[src/rtl/fp_pkg.sv]
// Shared definitions for the sequential FP adder: FSM state codes, flag layout,
// operand classification and width-parametrised special-value patterns.
package fp_pkg;

    localparam logic [2:0] ST_IDLE  = 3'd0;
    localparam logic [2:0] ST_ALIGN = 3'd1;
    localparam logic [2:0] ST_ADD   = 3'd2;
    localparam logic [2:0] ST_NORM  = 3'd3;
    localparam logic [2:0] ST_PACK  = 3'd4;

    localparam logic [1:0] FLAG_ZERO      = 2'd0;
    localparam logic [1:0] FLAG_UNDERFLOW = 2'd1;
    localparam logic [1:0] FLAG_OVERFLOW  = 2'd2;
    localparam logic [1:0] FLAG_INVALID   = 2'd3;

    localparam logic [3:0] FL_ZERO      = 4'b0001 << FLAG_ZERO;
    localparam logic [3:0] FL_UNDERFLOW = 4'b0001 << FLAG_UNDERFLOW;
    localparam logic [3:0] FL_OVERFLOW  = 4'b0001 << FLAG_OVERFLOW;
    localparam logic [3:0] FL_INVALID   = 4'b0001 << FLAG_INVALID;

    typedef enum logic [1:0] {
        FP_ZERO,
        FP_NORMAL,
        FP_INF,
        FP_NAN
    } fpClass_e;

    // Widest word the pattern helpers can describe; callers slice to their width.
    localparam int FP_MAX_W = 128;

    // Denormals are treated as zero, so only the exponent decides zero-ness.
    function automatic fpClass_e classify(input logic expZero, input logic expOnes,
                                          input logic fracZero);
        if (expZero)
            return FP_ZERO;
        if (expOnes)
            return fracZero ? FP_INF : FP_NAN;
        return FP_NORMAL;
    endfunction

    function automatic logic [FP_MAX_W-1:0] infMagWide(input int expW, input int manW);
        logic [FP_MAX_W-1:0] one;
        one = {{(FP_MAX_W-1){1'b0}}, 1'b1};
        return ((one << expW) - one) << manW;
    endfunction

    function automatic logic [FP_MAX_W-1:0] qnanWide(input int expW, input int manW);
        logic [FP_MAX_W-1:0] one;
        one = {{(FP_MAX_W-1){1'b0}}, 1'b1};
        return infMagWide(expW, manW) | (one << (manW - 1));
    endfunction

endpackage

[src/rtl/fp_unpack.sv]
// Splits a packed FP word into sign/exponent/fraction and classifies it.
module fp_unpack
    import fp_pkg::*;
#(
    parameter int EXP_W = 11,
    parameter int MAN_W = 52
) (
    input  logic [EXP_W+MAN_W:0] word,
    output logic                 sign,
    output logic [EXP_W-1:0]     expField,
    output logic [MAN_W-1:0]     fracField,
    output fpClass_e             cls
);

    assign sign      = word[EXP_W+MAN_W];
    assign expField  = word[EXP_W+MAN_W-1:MAN_W];
    assign fracField = word[MAN_W-1:0];
    assign cls       = classify(expField == '0, &expField, fracField == '0);

endmodule

[src/rtl/fp_adder_seq.sv]
// Multicycle FP adder/subtractor: IDLE -> ALIGN -> ADD -> NORM (iterative) -> PACK,
// truncating rounding, denormals flushed, start/done handshake.
module fp_adder_seq
    import fp_pkg::*;
#(
    parameter  int EXP_W = 11,
    parameter  int MAN_W = 52,
    localparam int W     = 1 + EXP_W + MAN_W
) (
    input  logic         clk,
    input  logic         reset,
    input  logic         start,
    input  logic         op_sub,
    input  logic [W-1:0] src_a,
    input  logic [W-1:0] src_b,
    output logic         busy,
    output logic         done,
    output logic [W-1:0] result,
    output logic [3:0]   flags
);

    localparam int                  M          = MAN_W + 2;  // carry + hidden + fraction
    localparam logic [FP_MAX_W-1:0] INF_WIDE   = infMagWide(EXP_W, MAN_W);
    localparam logic [FP_MAX_W-1:0] QNAN_WIDE  = qnanWide(EXP_W, MAN_W);
    localparam logic [W-2:0]        INF_MAG    = INF_WIDE[W-2:0];
    localparam logic [W-1:0]        QNAN       = QNAN_WIDE[W-1:0];
    localparam logic [EXP_W-1:0]    EXP_ONE    = {{(EXP_W-1){1'b0}}, 1'b1};

    logic [2:0]       state;
    logic [W-1:0]     opA, opB;
    logic [M-1:0]     sumReg, minReg;
    logic [EXP_W-1:0] expR;
    logic             resSign, effSub, special;
    logic [W-1:0]     packWord;
    logic [3:0]       pendFlags;

    logic             signA, signB;
    logic [EXP_W-1:0] expA, expB;
    logic [MAN_W-1:0] fracA, fracB;
    fpClass_e         clsA, clsB;

    fp_unpack #(.EXP_W(EXP_W), .MAN_W(MAN_W)) unpackA (
        .word(opA), .sign(signA), .expField(expA), .fracField(fracA), .cls(clsA)
    );
    fp_unpack #(.EXP_W(EXP_W), .MAN_W(MAN_W)) unpackB (
        .word(opB), .sign(signB), .expField(expB), .fracField(fracB), .cls(clsB)
    );

    // Magnitude ordering and alignment of the smaller operand.
    logic             aIsMax;
    logic [EXP_W-1:0] expMax, expMin, expDiff;
    logic [MAN_W-1:0] fracMax, fracMin;
    logic             signMax;
    logic [M-1:0]     manMax, manMinAligned;

    assign aIsMax        = {expA, fracA} >= {expB, fracB};
    assign expMax        = aIsMax ? expA : expB;
    assign expMin        = aIsMax ? expB : expA;
    assign fracMax       = aIsMax ? fracA : fracB;
    assign fracMin       = aIsMax ? fracB : fracA;
    assign signMax       = aIsMax ? signA : signB;
    assign expDiff       = expMax - expMin;
    assign manMax        = {2'b01, fracMax};
    assign manMinAligned = {2'b01, fracMin} >> expDiff;

    logic         specHit;
    logic [W-1:0] specWord;
    logic [3:0]   specFlags;

    // NOTE: every output of a combinational block gets a default first so no latch is inferred.
    always_comb begin
        specHit   = 1'b1;
        specWord  = QNAN;
        specFlags = '0;
        if (clsA == FP_NAN || clsB == FP_NAN ||
            (clsA == FP_INF && clsB == FP_INF && signA != signB)) begin
            specFlags = FL_INVALID;
        end else if (clsA == FP_INF) begin
            specWord = opA;
        end else if (clsB == FP_INF) begin
            specWord = opB;
        end else if (clsA == FP_ZERO && clsB == FP_ZERO) begin
            specWord  = {signA & signB, {(W-1){1'b0}}};
            specFlags = FL_ZERO;
        end else if (clsA == FP_ZERO) begin
            specWord = opB;
        end else if (clsB == FP_ZERO) begin
            specWord = opA;
        end else begin
            specHit = 1'b0;
        end
    end

    assign busy = (state != ST_IDLE);

    // NOTE: all state, including the operand and datapath registers, is cleared by reset so
    // an aborted operation leaves nothing behind; sequential updates are non-blocking.
    always_ff @(posedge clk or negedge reset) begin
        if (!reset) begin
            state     <= ST_IDLE;
            opA       <= '0;
            opB       <= '0;
            sumReg    <= '0;
            minReg    <= '0;
            expR      <= '0;
            resSign   <= 1'b0;
            effSub    <= 1'b0;
            special   <= 1'b0;
            packWord  <= '0;
            pendFlags <= '0;
            done      <= 1'b0;
            result    <= '0;
            flags     <= '0;
        end else begin
            done <= 1'b0;
            case (state)
                ST_IDLE: begin
                    if (start) begin
                        // Subtraction is folded into the captured sign of B.
                        opA   <= src_a;
                        opB   <= {src_b[W-1] ^ op_sub, src_b[W-2:0]};
                        state <= ST_ALIGN;
                    end
                end
                ST_ALIGN: begin
                    resSign   <= signMax;
                    expR      <= expMax;
                    sumReg    <= manMax;
                    minReg    <= manMinAligned;
                    effSub    <= signA ^ signB;
                    special   <= specHit;
                    packWord  <= specWord;
                    pendFlags <= specFlags;
                    state     <= specHit ? ST_PACK : ST_ADD;
                end
                ST_ADD: begin
                    sumReg <= effSub ? (sumReg - minReg) : (sumReg + minReg);
                    state  <= ST_NORM;
                end
                ST_NORM: begin
                    if (sumReg == '0) begin
                        special   <= 1'b1;
                        packWord  <= '0;
                        pendFlags <= FL_ZERO;
                        state     <= ST_PACK;
                    end else if (sumReg[M-1]) begin
                        sumReg <= sumReg >> 1;
                        expR   <= expR + EXP_ONE;
                        state  <= ST_PACK;
                    end else if (!sumReg[MAN_W]) begin
                        if (expR == EXP_ONE) begin
                            special   <= 1'b1;
                            packWord  <= {resSign, {(W-1){1'b0}}};
                            pendFlags <= FL_UNDERFLOW | FL_ZERO;
                            state     <= ST_PACK;
                        end else begin
                            sumReg <= sumReg << 1;
                            expR   <= expR - EXP_ONE;
                        end
                    end else begin
                        state <= ST_PACK;
                    end
                end
                ST_PACK: begin
                    done  <= 1'b1;
                    state <= ST_IDLE;
                    if (special) begin
                        result <= packWord;
                        flags  <= pendFlags;
                    end else if (&expR) begin
                        result <= {resSign, INF_MAG};
                        flags  <= FL_OVERFLOW;
                    end else begin
                        result <= {resSign, expR, sumReg[MAN_W-1:0]};
                        flags  <= '0;
                    end
                end
                default: state <= ST_IDLE;
            endcase
        end
    end

endmodule

[config.mk]
export PLATFORM = sky130hd
export DESIGN_NAME = fp_adder_seq
export DESIGN_NICKNAME = d
export VERILOG_FILES = /design/src/rtl/fp_pkg.sv /design/src/rtl/fp_unpack.sv /design/src/rtl/fp_adder_seq.sv
export SDC_FILE = /design/constraint.sdc
export NUM_CORES = 1
export LEC_CHECK = 0
export ABC_CLOCK_PERIOD_IN_PS = 5700
export BUFFER_PORTS_ARGS = -buffer_cell sky130_fd_sc_hd__buf_2
export CORE_AREA = 2 2 317 319
export DETAILED_ROUTE_END_ITERATION = 8
export DIE_AREA = 0 0 319 321
export GPL_ROUTABILITY_DRIVEN = 0
export PLACE_DENSITY = 0.43
export SLEW_MARGIN = 10
export SYNTH_ARGS = -nofsm -noshare
export SYNTH_HDL_FRONTEND = slang
export SYNTH_HIERARCHICAL = 1
export SYNTH_SLANG_ARGS = --single-unit
[constraint.sdc]
create_clock -name clk -period 5.7 [get_ports clk]
set_input_delay 0.57 -clock clk [delete_from_list [all_inputs] [get_ports clk]]
set_output_delay 0.57 -clock clk [all_outputs]
set_load 0.005 [all_outputs]
==> out/results.tsv <==
metric	value	unit
status	finished clean	
dominant cells by area after synthesis	dfrtp_1 (33%), mux2i_1 (5.9%), ha_1 (5.2%)	
Hold Vio Cnt, Final	0	
clock sink total	388	
H-tree depth	2	
Seq cells post-synth	388	
Commonest cells post-synth	dfrtp_1 (388), nand2_1 (346), nor2_1 (279)	
most frequent cell after synthesis	dfrtp_1	
synth warn	6	
Seq/Total Area, Yosys	33.0	%
Data arrival, critical path	6.04	ns
hold_ws	0.151	ns
worst rel slew slack	17.7	%
Critical Path End Type	flop	
leading area contributor after synthesis	dfrtp_1	
Layout Area Growth over Synthesis	18.3	%
row cnt	116	
Yosys top cell area share	33.0	%
number of top-level pins	202	
Synth cell types	88	
max cap viols	0	
Worst Setup Start Kind	flop	
post-DP HPWL	98500	um
total grt overflow	0	
initial core utilization	29.7	%
die area	102000	um2
Layout Skew	0.0266	ns
maximum number of pins on one net before global-route repair	91	
Antenna Violating Nets Remaining	0	
placed cell count	4830	
Core ar.	99300	um2
Routed WL	130000	um
Port Buffers	201	
CTS tree	built	
Req. time, crit path	6.21	ns
CP Max Fanout	18	
crit path kind	flop to flop	
routed vias	27900	
DRC Markers	0	
Max Freq	181	MHz
CP cell instances	ha_1, and3_1, nand4_1, a211oi_1, buf_4, o31ai_2, nand2_1, a21oi_4, mux2i_1, ha_1, inv_2, buf_12, mux4_2, a211oi_1, mux2_2, o21a_1, a21oi_1, a32o_1	
slowest stage delay, CP	0.57	ns
min cycle time layout	5.52	ns
fin crit share	96.9	%
synthesized instance count	3388	
initial antenna violation count	1	
dpl cell area	32900	um2
Nets	3839	
Routed wire per std cell	26.4	um
Die H	321	um
number of global-route vias before repair	26900	
mapped cell area	29500	um2
Async S/R FF share, synth	100	%
Total GRT Usage	24.7	%
Hold Crit Class	input port to flop	
Initial DRT Pass Iterations	6	
Clock Latency Late Sink	0.63	ns
total CTS buffers	48	
Final Max Slew Viols	0	
Slowest cell on crit path	a211oi_1	
Fillers	10400	
clock slew at reported path FFs	0.06	ns
Via density	5.66	
Initial DRC Count	2627	
Final setup viols	0	
Worst-Margin Slew	1.22	ns
layout cells sized above 1	22.6	%
Post-Layout Cell Count	4923	
Clock Tree Buf Depth	3	
Avg Inst Size Synth	8.69	um2
Post-synth EDFFs	0	
global-route wire length before repair	189000	um
clk root buf	clkbuf_16	
post-route cell area	34800	um2
die width	319	um
synthesized net count	3643	
ys flop type	dfrtp_1	
## worst paths after layout
path,slack (ns),cells after the start,to,start
setup / recovery,0.18,18,minReg[32]$_DFFE_PN0N_,opA[45]$_DFFE_PN0P_
min in group asynchronous,0.55,2,opB[28]$_DFFE_PN0P_,reset
hold / removal,0.15,3,opB[54]$_DFFE_PN0P_,src_b[54]
setup reg to reg,0.18,18,minReg[32]$_DFFE_PN0N_,opA[45]$_DFFE_PN0P_
hold reg to reg,0.46,2,flags[3]$_DFFE_PN0P_,flags[3]$_DFFE_PN0P_
max in group asynchronous,3.95,3,special$_DFFE_PN0P_,reset
## cell families after synthesis
group	after synthesis	synth area share (%)
flops	388	33.0
buf+inv	476	7.93
mux	331	13.1
simple gates	967	15.0
fa+ha+maj	123	5.25
xor+xnor	102	3.03
compound gates	1001	22.7
## cell type report
type | instances | area [um2] | area share [%]
multi-input cells | 2524 | 17700 | 50.8
diodes | 2 | 5.00 | 0.0144
inverters | 123 | 462 | 1.33
clock buffers | 62 | 1360 | 3.92
flip-flops and latches | 388 | 9720 | 27.9
clock inverters | 27 | 477 | 1.37
repair buffers | 499 | 3480 | 9.99
well taps | 1298 | 1620 | 4.66
## per-stage QoR
stage	worst slack (ns)	setup TNS, ns	util, %
5_1_grt	-0.0445	-0.119	35.1
6_report	0.177	0	35.1
4_1_cts	0.00326	0	35.0
3_5_place_dp	-0.149	-0.282	33.1
3_3_place_gp	-0.101	-0.189	33.1
2_1_floorplan	0.127	0	-
## layout by cell type (no fill, tap or decap), drive strengths merged, types with 8 or more instances in the layout
cell     Yosys  final
a211oi      28     28
nand3       61     61
nand2b      28     28
nand4       33     33
o21bai       9      9
inv        122    126
o21a        17     17
a31oi       35     35
a2111oi      8      8
nor4        61     61
nor3        52     52
clkbuf     172     62
a21oi      251    251
xor2        18     18
a22oi      104    104
or3         16     16
o211ai      38     38
nand2      348    348
dfrtp      388    388
buf        181    498
mux2       127    127
o21ai      148    148
a22o        10     10
mux4        30     30
o22ai       70     70
a211o        8      8
and2        21     21
o221ai      12     12
mux2i      174    174
a21o        51     51
nor2b       17     17
nor2       279    279
o31ai       63     63
and3        22     22
ha         122    122
a221oi      63     63
o32a        13     13
xnor2       84     84
bufinv       0     11
## worst max-delay path, delay by kind of cell, from the launching register on
family          cells  cell delay, ns
buf+inv             3            0.48
flops               1            0.38
compound gates      7            1.89
mux                 3            1.08
fa+ha+maj           2            0.65
simple gates        3            0.90
## what timing repair did
item,4_1_cts,5_1_grt
resized for setup,4,23
setup endpoints to repair,4,47
hold buffers,1,0
gates cloned,0,0
pin swaps,0,2
hold endpoints to repair,77,0
setup buffers,0,1
## flip-flops by register name (all words and copies together), names as in the netlist, 3 cells and up
name,cells
expR,11
flags,4
minReg,53
opA,64
opB,64
packWord,64
pendFlags,3
result,64
state,3
sumReg,54
## layer usage
layer | routed length (um) | part of all wire, % | global-route usage (%) | vias to the layer above
met1 | 55400 | 43 | 32.3 | 13700
met3 | 8670 | 6.7 | 4.30 | 256
met5 | 0 | 0 | 0 | -
met2 | 59300 | 46 | 40.0 | 1063
li1 | - | - | - | 12800
met4 | 6370 | 4.9 | 10.7 | 0
Power is not shown: default switching activity piles up to over one toggle a cycle in this logic, so the estimate is an artifact.
